===== config.mk =====
export PLATFORM = sky130hd
export DESIGN_NAME = freq_meas_sched
export DESIGN_NICKNAME = d
export VERILOG_FILES = /design/src/rtl/freq_meas_pkg.sv /design/src/rtl/freq_sync_edge.sv /design/src/rtl/freq_meas_sched.sv
export SDC_FILE = /design/constraint.sdc
export NUM_CORES = 1
export LEC_CHECK = 0
export ABC_AREA = 1
export ABC_CLOCK_PERIOD_IN_PS = 4900
export CAP_MARGIN = 5
export CELL_PAD_IN_SITES_DETAIL_PLACEMENT = 1
export CELL_PAD_IN_SITES_GLOBAL_PLACEMENT = 1
export CORE_ASPECT_RATIO = 0.8
export CORE_MARGIN = 3
export CORE_UTILIZATION = 30
export CTS_CLUSTER_DIAMETER = 60
export DETAILED_ROUTE_END_ITERATION = 10
export PLACE_DENSITY_LB_ADDON = 0.1
export SLEW_MARGIN = 30
export SYNTH_ARGS = -nofsm -noshare
export SYNTH_HDL_FRONTEND = slang
export SYNTH_SLANG_ARGS = --single-unit
export TNS_END_PERCENT = 5

===== constraint.sdc =====
create_clock -name clk -period 4.9 [get_ports clk]
set_input_delay 0.98 -clock clk [delete_from_list [all_inputs] [get_ports clk]]
set_output_delay 0.98 -clock clk [all_outputs]
set_load 0.02 [all_outputs]

===== src/rtl/freq_meas_pkg.sv =====
// freq_meas_pkg: shared types and defaults for the frequency measurement scheduler.
package freq_meas_pkg;
    localparam int CHW = 3;
    localparam int CW_DEF = 22;
    localparam logic [CW_DEF-1:0] TMO_DEF = 22'h3FFFFF;
    typedef enum logic [2:0] {S_IDLE, S_SELECT, S_ARM, S_COUNT, S_STORE, S_NEXT} state_e;
endpackage


===== src/rtl/freq_sync_edge.sv =====
// freq_sync_edge: 2-FF synchronizer with a one-cycle rising-edge pulse.
module freq_sync_edge (
    input  logic clk,
    input  logic rst_n,
    input  logic async_i,
    output logic edge_o
);
    logic [2:0] sync_q;
    always_ff @(posedge clk or negedge rst_n) begin
        if (!rst_n) sync_q <= '0;
        else sync_q <= {sync_q[1:0], async_i};
    end
    assign edge_o = sync_q[1] & ~sync_q[2];
endmodule


===== src/rtl/freq_meas_sched.sv =====
// freq_meas_sched: round-robin period measurement across NCH async inputs
// with settle, timeout and a per-channel result bank.
module freq_meas_sched
    import freq_meas_pkg::*;
#(
    parameter int NCH = 3,
    parameter int CW = CW_DEF,
    parameter int SETTLE = 4,
    parameter logic [CW-1:0] TMO = CW'(TMO_DEF)
) (
    input  logic           clk,
    input  logic           rst_n,
    input  logic [NCH-1:0] freq_in,
    input  logic [NCH-1:0] ch_mask,
    input  logic           start,
    input  logic           cont_en,
    output logic           busy,
    output logic [CHW-1:0] cur_ch,
    output logic           done,
    output logic           upd,
    output logic [CHW-1:0] upd_ch,
    input  logic [CHW-1:0] rd_sel,
    output logic [CW-1:0]  rd_data,
    output logic           rd_valid,
    output logic           rd_tmo
);
    state_e state_q, state_d;
    logic [NCH-1:0] ep, mask_q, mask_d;
    logic [7:0] ep_x, mask_x, live_x;
    logic [CHW-1:0] cur_ch_q, cur_ch_d, nxt_ch, low_ch, upd_ch_q;
    logic nxt_found, ep_cur, to_q, to_d, upd_q;
    logic [CW-1:0] cnt_q, cnt_d, wd_q, wd_d, meas_q, meas_d;
    logic [7:0][CW-1:0] res_q;
    logic [7:0] vld_q, tmo_q;

    for (genvar i = 0; i < NCH; i++) begin : g_sync
        freq_sync_edge u_sync (.clk(clk), .rst_n(rst_n), .async_i(freq_in[i]), .edge_o(ep[i]));
    end

    // Widen to 8 entries so a 3-bit channel index always addresses in range.
    assign ep_x = 8'(ep);
    assign mask_x = 8'(mask_q);
    assign live_x = 8'(ch_mask);
    assign ep_cur = ep_x[cur_ch_q];

    always_comb begin
        nxt_found = 1'b0;
        nxt_ch = '0;
        low_ch = '0;
        for (int i = 7; i >= 0; i--) begin
            if (mask_x[i] && CHW'(i) > cur_ch_q) begin
                nxt_found = 1'b1;
                nxt_ch = CHW'(i);
            end
            if (live_x[i]) low_ch = CHW'(i);
        end
    end

    // wd_q doubles as settle counter in SELECT and watchdog in ARM/COUNT.
    always_comb begin
        state_d = state_q;
        cur_ch_d = cur_ch_q;
        mask_d = mask_q;
        cnt_d = cnt_q;
        wd_d = wd_q + 1'b1;
        meas_d = meas_q;
        to_d = to_q;
        done = 1'b0;
        case (state_q)
            S_IDLE: if (start && |ch_mask) begin
                mask_d = ch_mask;
                cur_ch_d = low_ch;
                wd_d = '0;
                state_d = S_SELECT;
            end
            S_SELECT: if (wd_q == CW'(SETTLE - 1)) begin
                wd_d = '0;
                state_d = S_ARM;
            end
            S_ARM: if (ep_cur) begin
                cnt_d = CW'(1);
                wd_d = '0;
                state_d = S_COUNT;
            end else if (wd_q == TMO) begin
                meas_d = '0;
                to_d = 1'b1;
                state_d = S_STORE;
            end
            S_COUNT: begin
                cnt_d = cnt_q + 1'b1;
                if (ep_cur) begin
                    meas_d = cnt_q;
                    to_d = 1'b0;
                    state_d = S_STORE;
                end else if (wd_q == TMO) begin
                    meas_d = '0;
                    to_d = 1'b1;
                    state_d = S_STORE;
                end
            end
            S_STORE: state_d = S_NEXT;
            S_NEXT: if (nxt_found) begin
                cur_ch_d = nxt_ch;
                wd_d = '0;
                state_d = S_SELECT;
            end else begin
                done = 1'b1;
                if (cont_en && |ch_mask) begin
                    mask_d = ch_mask;
                    cur_ch_d = low_ch;
                    wd_d = '0;
                    state_d = S_SELECT;
                end else begin
                    state_d = S_IDLE;
                end
            end
            default: state_d = S_IDLE;
        endcase
    end

    always_ff @(posedge clk or negedge rst_n) begin
        if (!rst_n) begin
            state_q <= S_IDLE;
            cur_ch_q <= '0;
            mask_q <= '0;
            cnt_q <= '0;
            wd_q <= '0;
            meas_q <= '0;
            to_q <= 1'b0;
            upd_q <= 1'b0;
            upd_ch_q <= '0;
            res_q <= '0;
            vld_q <= '0;
            tmo_q <= '0;
        end else begin
            state_q <= state_d;
            cur_ch_q <= cur_ch_d;
            mask_q <= mask_d;
            cnt_q <= cnt_d;
            wd_q <= wd_d;
            meas_q <= meas_d;
            to_q <= to_d;
            upd_q <= state_q == S_STORE;
            if (state_q == S_STORE) begin
                upd_ch_q <= cur_ch_q;
                res_q[cur_ch_q] <= meas_q;
                vld_q[cur_ch_q] <= ~to_q;
                tmo_q[cur_ch_q] <= to_q;
            end
        end
    end

    assign busy = state_q != S_IDLE;
    assign cur_ch = cur_ch_q;
    assign upd = upd_q;
    assign upd_ch = upd_ch_q;
    assign rd_data = res_q[rd_sel];
    assign rd_valid = vld_q[rd_sel];
    assign rd_tmo = tmo_q[rd_sel];
endmodule


==> flow_metrics.tcl, run 1 <==
set metrics [dict create \
    status "completed" \
    r2r_cells 7 \
    timing.rr.end "meas_q[9]" \
    worstMarginPinSlew_ns 0.8696 \
    dp_slack_ns 0.8763 \
    drt_wl_total_um 23620 \
    synth_area_per_cell_sq_um 8.114 \
    synth_seq_cells 182 \
    diodes 0 \
    drc 0 \
    worst-setup-path-type "input pin to output port" \
    port_buffers 43 \
    ys_seq_area_share_pct 53.05 \
    grt_pass1_vias 7040 \
    hold_path_depth 0 \
    crit_path_max_fanout 24 \
    wire_per_inst_um 16.21 \
    dp_hpwl_um 15760 \
    grt_pass1_wl_um 39120 \
    hold_path.class "register to register" \
    post_cts_buffers 0 \
    final_antenna_net_count 0 \
    cts_hold_buf 0 \
    maxSlewHeadroom_pct 41.67 \
    overflow 0 \
    synth_edf_count 0 \
    p_leak_nw 4.349 \
    rsz0062_at_grt "no" \
    grt_max_degree 94 \
    cts.clk_slew.worst_paths_ns 0.08 \
    drv_cap 0 \
    clock_sinks 182 \
    fin_crit_sh_pct 89.49 \
    clkLatencyLatePin_ns 0.44 \
    via_per_inst 4.726 \
    max_freq_ghz 0.2280 \
    yosysUniqueCellTypes 39 \
    initial_core_util_pct 30.99 \
    finalWorstSetupSlack_ns 0.5150 \
    grt_use_met2_pct 23.75 \
    timing.final.hold_violations 0 \
    synth_top_area_cell "dfrtp_1" \
    finalCriticalPeriod_ns 4.385 \
    synth_area_sq_um 8584 \
    skew_ns 0.01154 \
    reg2reg_slack_ns 2.22 \
    synth-async-reset-ratio_pct 100.0 \
    via_count 6886 \
    worstPathArrival_ns 3.41 \
    cts-resized-gates 0 \
    cts-root-buf "clkbuf_16" \
    r2r_start "state_q[2]" \
    drive_gt1_share_pct 6.404 \
    cp.required_ns 3.92 \
    die_h_um 157.3 \
    gp_congestion 0.7594 \
    min_to "g_sync[2].u_sync.sync_q[1]" \
    antenna_found_initial 0 \
    whs_ns 0.3503 \
    use_met3_pct 2.654 \
    hp-start "g_sync[2].u_sync.sync_q[0]" \
    area_delta_synth_final_pct 14.06 \
    drtIter0Drc 266 \
    cts_buffer_depth 2 \
    cts_buffers 17 \
    yosysTopAreaCellShare_pct 53.05 \
    nNetsFinal 1095 \
    ios 46 \
    firstDrtPassIters 5 \
    coreArea_sq_um 27700 \
    htree_levels 4 \
    synthFlopType "dfrtp_1" \
    ys_top_cells_by_area "dfrtp_1, nand2_1, o21ai_0" \
    die_w_um 195.1 \
    synth-warning-count 0 \
    setup_total_negative_slack_ns 0 \
    p_per_area_nw_per_um2 430.8 \
    finalSetupViolCount 0 \
    critPathLaunchType "input pin" \
    fp-row-count 54 \
    track_usage_pct 15.95 \
    end_kind "output port" \
    p_total_w 0.004218 \
    fp.dieArea_sq_um 30690 \
    vdd_ir_drop_max_mv 0.2500 \
    cts_tree "done" \
    busiest_layer "met1" \
    syn_inst 1058 \
    finalMaxSlewViolations 0 \
    fillerInstances 3324 \
    grt_use_met1_pct 24.32 \
    final_util_pct 35.35 \
]
## state kept, by name, indices dropped and copies added, names as in the netlist, 3 cells and up
| register | cells |
|---|---|
| wd_q | 22 |
| state_q | 3 |
| cnt_q | 22 |
| tmo_q | 4 |
| meas_q | 22 |
| vld_q | 4 |
| res_q | 88 |
| g_sync.u_sync.sync_q | 9 |
## worst max path at each step
stage / from / endpoint / slack (ns) / cells past startpoint
floorplan: rd_sel[1] / rd_data[1] / 1.89 / 6
global placement: rd_sel[1] / rd_data[18] / 0.91 / 6
detailed placement: rd_sel[1] / rd_valid / 0.88 / 6
CTS: rd_sel[1] / rd_valid / 0.87 / 6
global route: rd_sel[1] / rd_tmo / 0.26 / 6
finish: rd_sel[1] / rd_valid / 0.51 / 6
## report_power, final
part           switching, W  internal, W  leakage [nW]
combinational      0.000670     0.000316          1.61
sequential         0.000148      0.00174          2.47
clock              0.000637     0.000709         0.262
total               0.00146      0.00276          4.35
## cell type report
cell class	count	area, sq um	share of cell area (%)
clock buffers	19	432.9	4.421
clock inverters	13	125.1	1.278
inverters	96	367.9	3.757
multi-input cells	733	3374	34.46
flip-flops and latches	182	4554	46.51
well taps	364	455.4	4.651
repair buffers	50	481.7	4.919
## per-layer routing
layer	vias up	part of all wire, %
met5	-	0
met4	0	0.88
met3	16	2.0
met2	49	41
met1	3391	56
li1	3430	-
## cells in the final DEF (no fill, tap or decap), types with 2 or more instances in the layout
cell,count
clkinv_2,4
clkbuf_16,17
o21bai_1,3
clkdlybuf4s50_1,41
xor2_1,10
clkinvlp_4,4
o21ai_0,154
nand3_1,28
conb_1,2
xnor2_1,9
nor2_4,2
nand4_1,7
o22ai_1,3
clkbuf_1,2
nor3_1,15
o21a_1,2
o21ai_1,23
nand3_2,2
o211ai_1,2
clkinv_4,2
nand2_1,226
inv_2,7
buf_4,7
a21oi_1,45
nor2_1,175
inv_6,4
nand3b_1,2
inv_1,85
ha_1,2
dfrtp_1,182
nor2_2,6
nand2_2,8
## worst max-delay path, cell delays in order
cell and delay, ns:
clkdlybuf4s50_1 0.48, clkinv_1 0.68, a21oi_1 0.35, o21ai_0 0.14, a21oi_1 0.14, clkdlybuf4s50_1 0.62
## logic make-up (layout without fill, tap and decap cells)
logic type                 after synthesis  after routing  share of synthesized area [%]
other                                    1              2                        0.04368
buffers and inverters                  144            178                          7.740
and+or+nand+nor                        474            474                          22.65
DFF                                    182            182                          53.05
adders and majority gates                2              2                         0.2915
AOI/OAI and AO/OA                      236            236                          14.28
xor gates and xnor gates                19             19                          1.938
## stage by stage
step                      cells  instance area [sq um]
after floorplan            1059                   8588
after global placement     1425                   9229
after detailed placement   1425                   9229
after CTS                  1457                   9787
after global routing       1457                   9792
final                      1457                   9792
## cell usage after synthesis (2+ instances only)
master	number
nor3_1	15
clkinv_2	2
o21ai_1	23
buf_4	5
inv_2	7
xnor2_1	9
xor2_1	10
nand3b_1	2
nand4_1	7
clkbuf_2	2
inv_1	86
nand2_2	8
nand2_1	226
buf_6	11
buf_1	3
dfrtp_1	182
nand3_1	28
buf_2	10
o21bai_1	3
nand3_2	2
o22ai_1	3
ha_1	2
clkbuf_1	17
o21a_1	2
nor2_2	7
o211ai_1	2
a21oi_1	45
o21ai_0	154
nor2_1	175
No activity file was read; power rests on OpenSTA's default activity.
==> run 2: changes to the inputs <==
Settings changed: CTS_CLUSTER_DIAMETER 60 to 40, CTS_CLUSTER_SIZE set to 16, SETUP_SLACK_MARGIN set to 0.02.
==> results of run 2 <==
No change in the layout: final DEF, timing and power equal those of run 1.
==> run 3: changes to the inputs <==
Settings changed: CORE_MARGIN 3 to 1.5, CTS_CLUSTER_SIZE 16 to 14.
==> run 3 against run 2 <==
- first-iteration DRC count increased by 24%
- clock-buffer cell count decreased by 2
- non-clock buffer count unchanged
- sequential power about the same
- worst hold slack improved by 0.0024 ns
- combinational power about the same
- clock skew increased by 0.0027 ns
- clock power about the same
- sequential share of layout area decreased by 0.12 points
- critical path type unchanged
- highest routed layer unchanged
==> flow_metrics.tcl, run 3 (synthesis gave the netlist of run 1 again) <==
set metrics [dict create \
    wire_per_inst_um 16.31 \
    finalMaxSlewViolations 0 \
    swShare_pct 35.37 \
    p_sw_w 0.001493 \
    clkLatencyLatePin_ns 0.45 \
    via_per_inst 4.681 \
    worstPathArrival_ns 3.42 \
    fp.dieArea_sq_um 29640 \
    setup_total_negative_slack_ns 0 \
    via_count 6849 \
    worstMarginPinSlew_ns 0.8829 \
    whs_ns 0.3526 \
    p_seq_share_pct 44.7 \
    cts_hold_buf 0 \
    critPathLaunchType "input pin" \
    coreArea_sq_um 28210 \
    dp_hpwl_um 15680 \
    final_common_cell "nand2_1" \
    cts-resized-gates 0 \
    nNetsFinal 1095 \
    cts.clk_slew.worst_paths_ns 0.07 \
    cts_buffer_depth 2 \
    cts_tree "done" \
    end_kind "output port" \
    die_w_um 192.1 \
    gp_congestion 0.7295 \
    htree_levels 4 \
    port_buffers 43 \
    combinationalPowerShare_pct 23.4 \
    initial_core_util_pct 30.43 \
    finalSetupViolCount 0 \
    clkPwrFrac_pct 31.9 \
    drv_cap 0 \
    p_total_w 0.004222 \
    diodes 0 \
    antenna_found_initial 0 \
    fin_crit_sh_pct 89.78 \
    final_cell_mix "nand2_1, dfrtp_1, nor2_1" \
    die_h_um 154.3 \
    clock_sinks 182 \
    dp.cells 1431 \
    overflow 0 \
    grt_max_degree 116 \
    rsz0062_at_grt "no" \
    worst-setup-path-type "input pin to output port" \
    track_usage_pct 17.40 \
    drive_gt1_share_pct 6.587 \
    crit_path_max_fanout 24 \
    drtIter0Drc 329 \
    post_cts_buffers 0 \
    fp-row-count 55 \
    regMostFlops "res_q" \
    final_antenna_net_count 0 \
    firstDrtPassIters 4 \
    max_freq_ghz 0.2273 \
    cp.required_ns 3.92 \
    ios 46 \
    grt_pass1_vias 7124 \
    vdd_ir_drop_max_mv 0.2640 \
    grt_pass1_wl_um 39920 \
    p_per_area_nw_per_um2 430.1 \
    p_int_w 0.002729 \
    cts_buffers 17 \
    finalCriticalPeriod_ns 4.399 \
    status "completed" \
    final-instance-count-excl-fill 1463 \
    largest_reg_flops 88 \
    maxSlewHeadroom_pct 40.78 \
    area_delta_synth_final_pct 14.36 \
    p_leak_nw 4.361 \
    cts-root-buf "clkbuf_16" \
    drt_wl_total_um 23860 \
    skew_ns 0.01429 \
    drc 0 \
    hold_path.class "register to register" \
    timing.final.hold_violations 0 \
]
[run 3: worst paths after layout]
kind                                            start                         end  slack, ns  cells past startpoint
min in group asynchronous                       rst_n  g_sync[1].u_sync.sync_q[0]       0.51                      1
setup / recovery                            rd_sel[1]                  rd_data[5]       0.50                      6
hold / removal             g_sync[2].u_sync.sync_q[0]  g_sync[2].u_sync.sync_q[1]       0.35                      0
max in group asynchronous                       rst_n                   meas_q[5]       3.51                      2
hold reg to reg            g_sync[2].u_sync.sync_q[0]  g_sync[2].u_sync.sync_q[1]       0.35                      0
setup reg to reg                           state_q[2]                   meas_q[9]       2.56                      8
[run 3: worst max-delay path, cell delays in order]
cell and delay (ns):
clkdlybuf4s50_1 0.48, clkinv_1 0.69, nor2_1 0.27, o21ai_0 0.13, a21oi_1 0.21, clkdlybuf4s50_1 0.63
[run 3: metrics by stage]
stage               setup slack [ns]  utilization [%]  area (sq um)
CTS                           0.7597            34.78          9812
global route                  0.2487            34.79          9817
global placement              0.7927            32.74          9236
finish                        0.5010            34.79          9817
detailed placement            0.7676            32.78          9248
floorplan                      1.895                -          8588
[run 3: final cells by class]
class | count | area [sq um]
Sequential cell | 182 | 4554
Multi-Input combinational cell | 733 | 3374
Tap cell | 370 | 462.9
Fill cell | 3399 | 18400
Inverter | 96 | 367.9
Clock inverter | 15 | 138.9
Timing Repair Buffer | 50 | 493.0
Clock buffer | 17 | 425.4
[run 3: per-layer routing]
metal / routed length, um / track usage [%] / part of all wire (%) / up-vias
li1: - / - / - / 3435
met1: 13000 / 26.27 / 54 / 3353
met2: 10230 / 25.57 / 43 / 51
met3: 441 / 2.950 / 1.8 / 10
met4: 188 / 4.467 / 0.79 / 0
met5: 0 / 0 / 0 / -
[run 3: power by group through the flow]
stage / clock [W] / sequential, W / combinational (W)
3_5_place_dp: 0 / 0.00192 / 0.00100
6_report: 0.00135 / 0.00189 / 0.000988
4_1_cts: 0.00140 / 0.00189 / 0.00101
5_1_grt: 0.00146 / 0.00192 / 0.00115
2_1_floorplan: 0 / 0.00188 / 0.000696
3_3_place_gp: 0 / 0.00191 / 0.000989
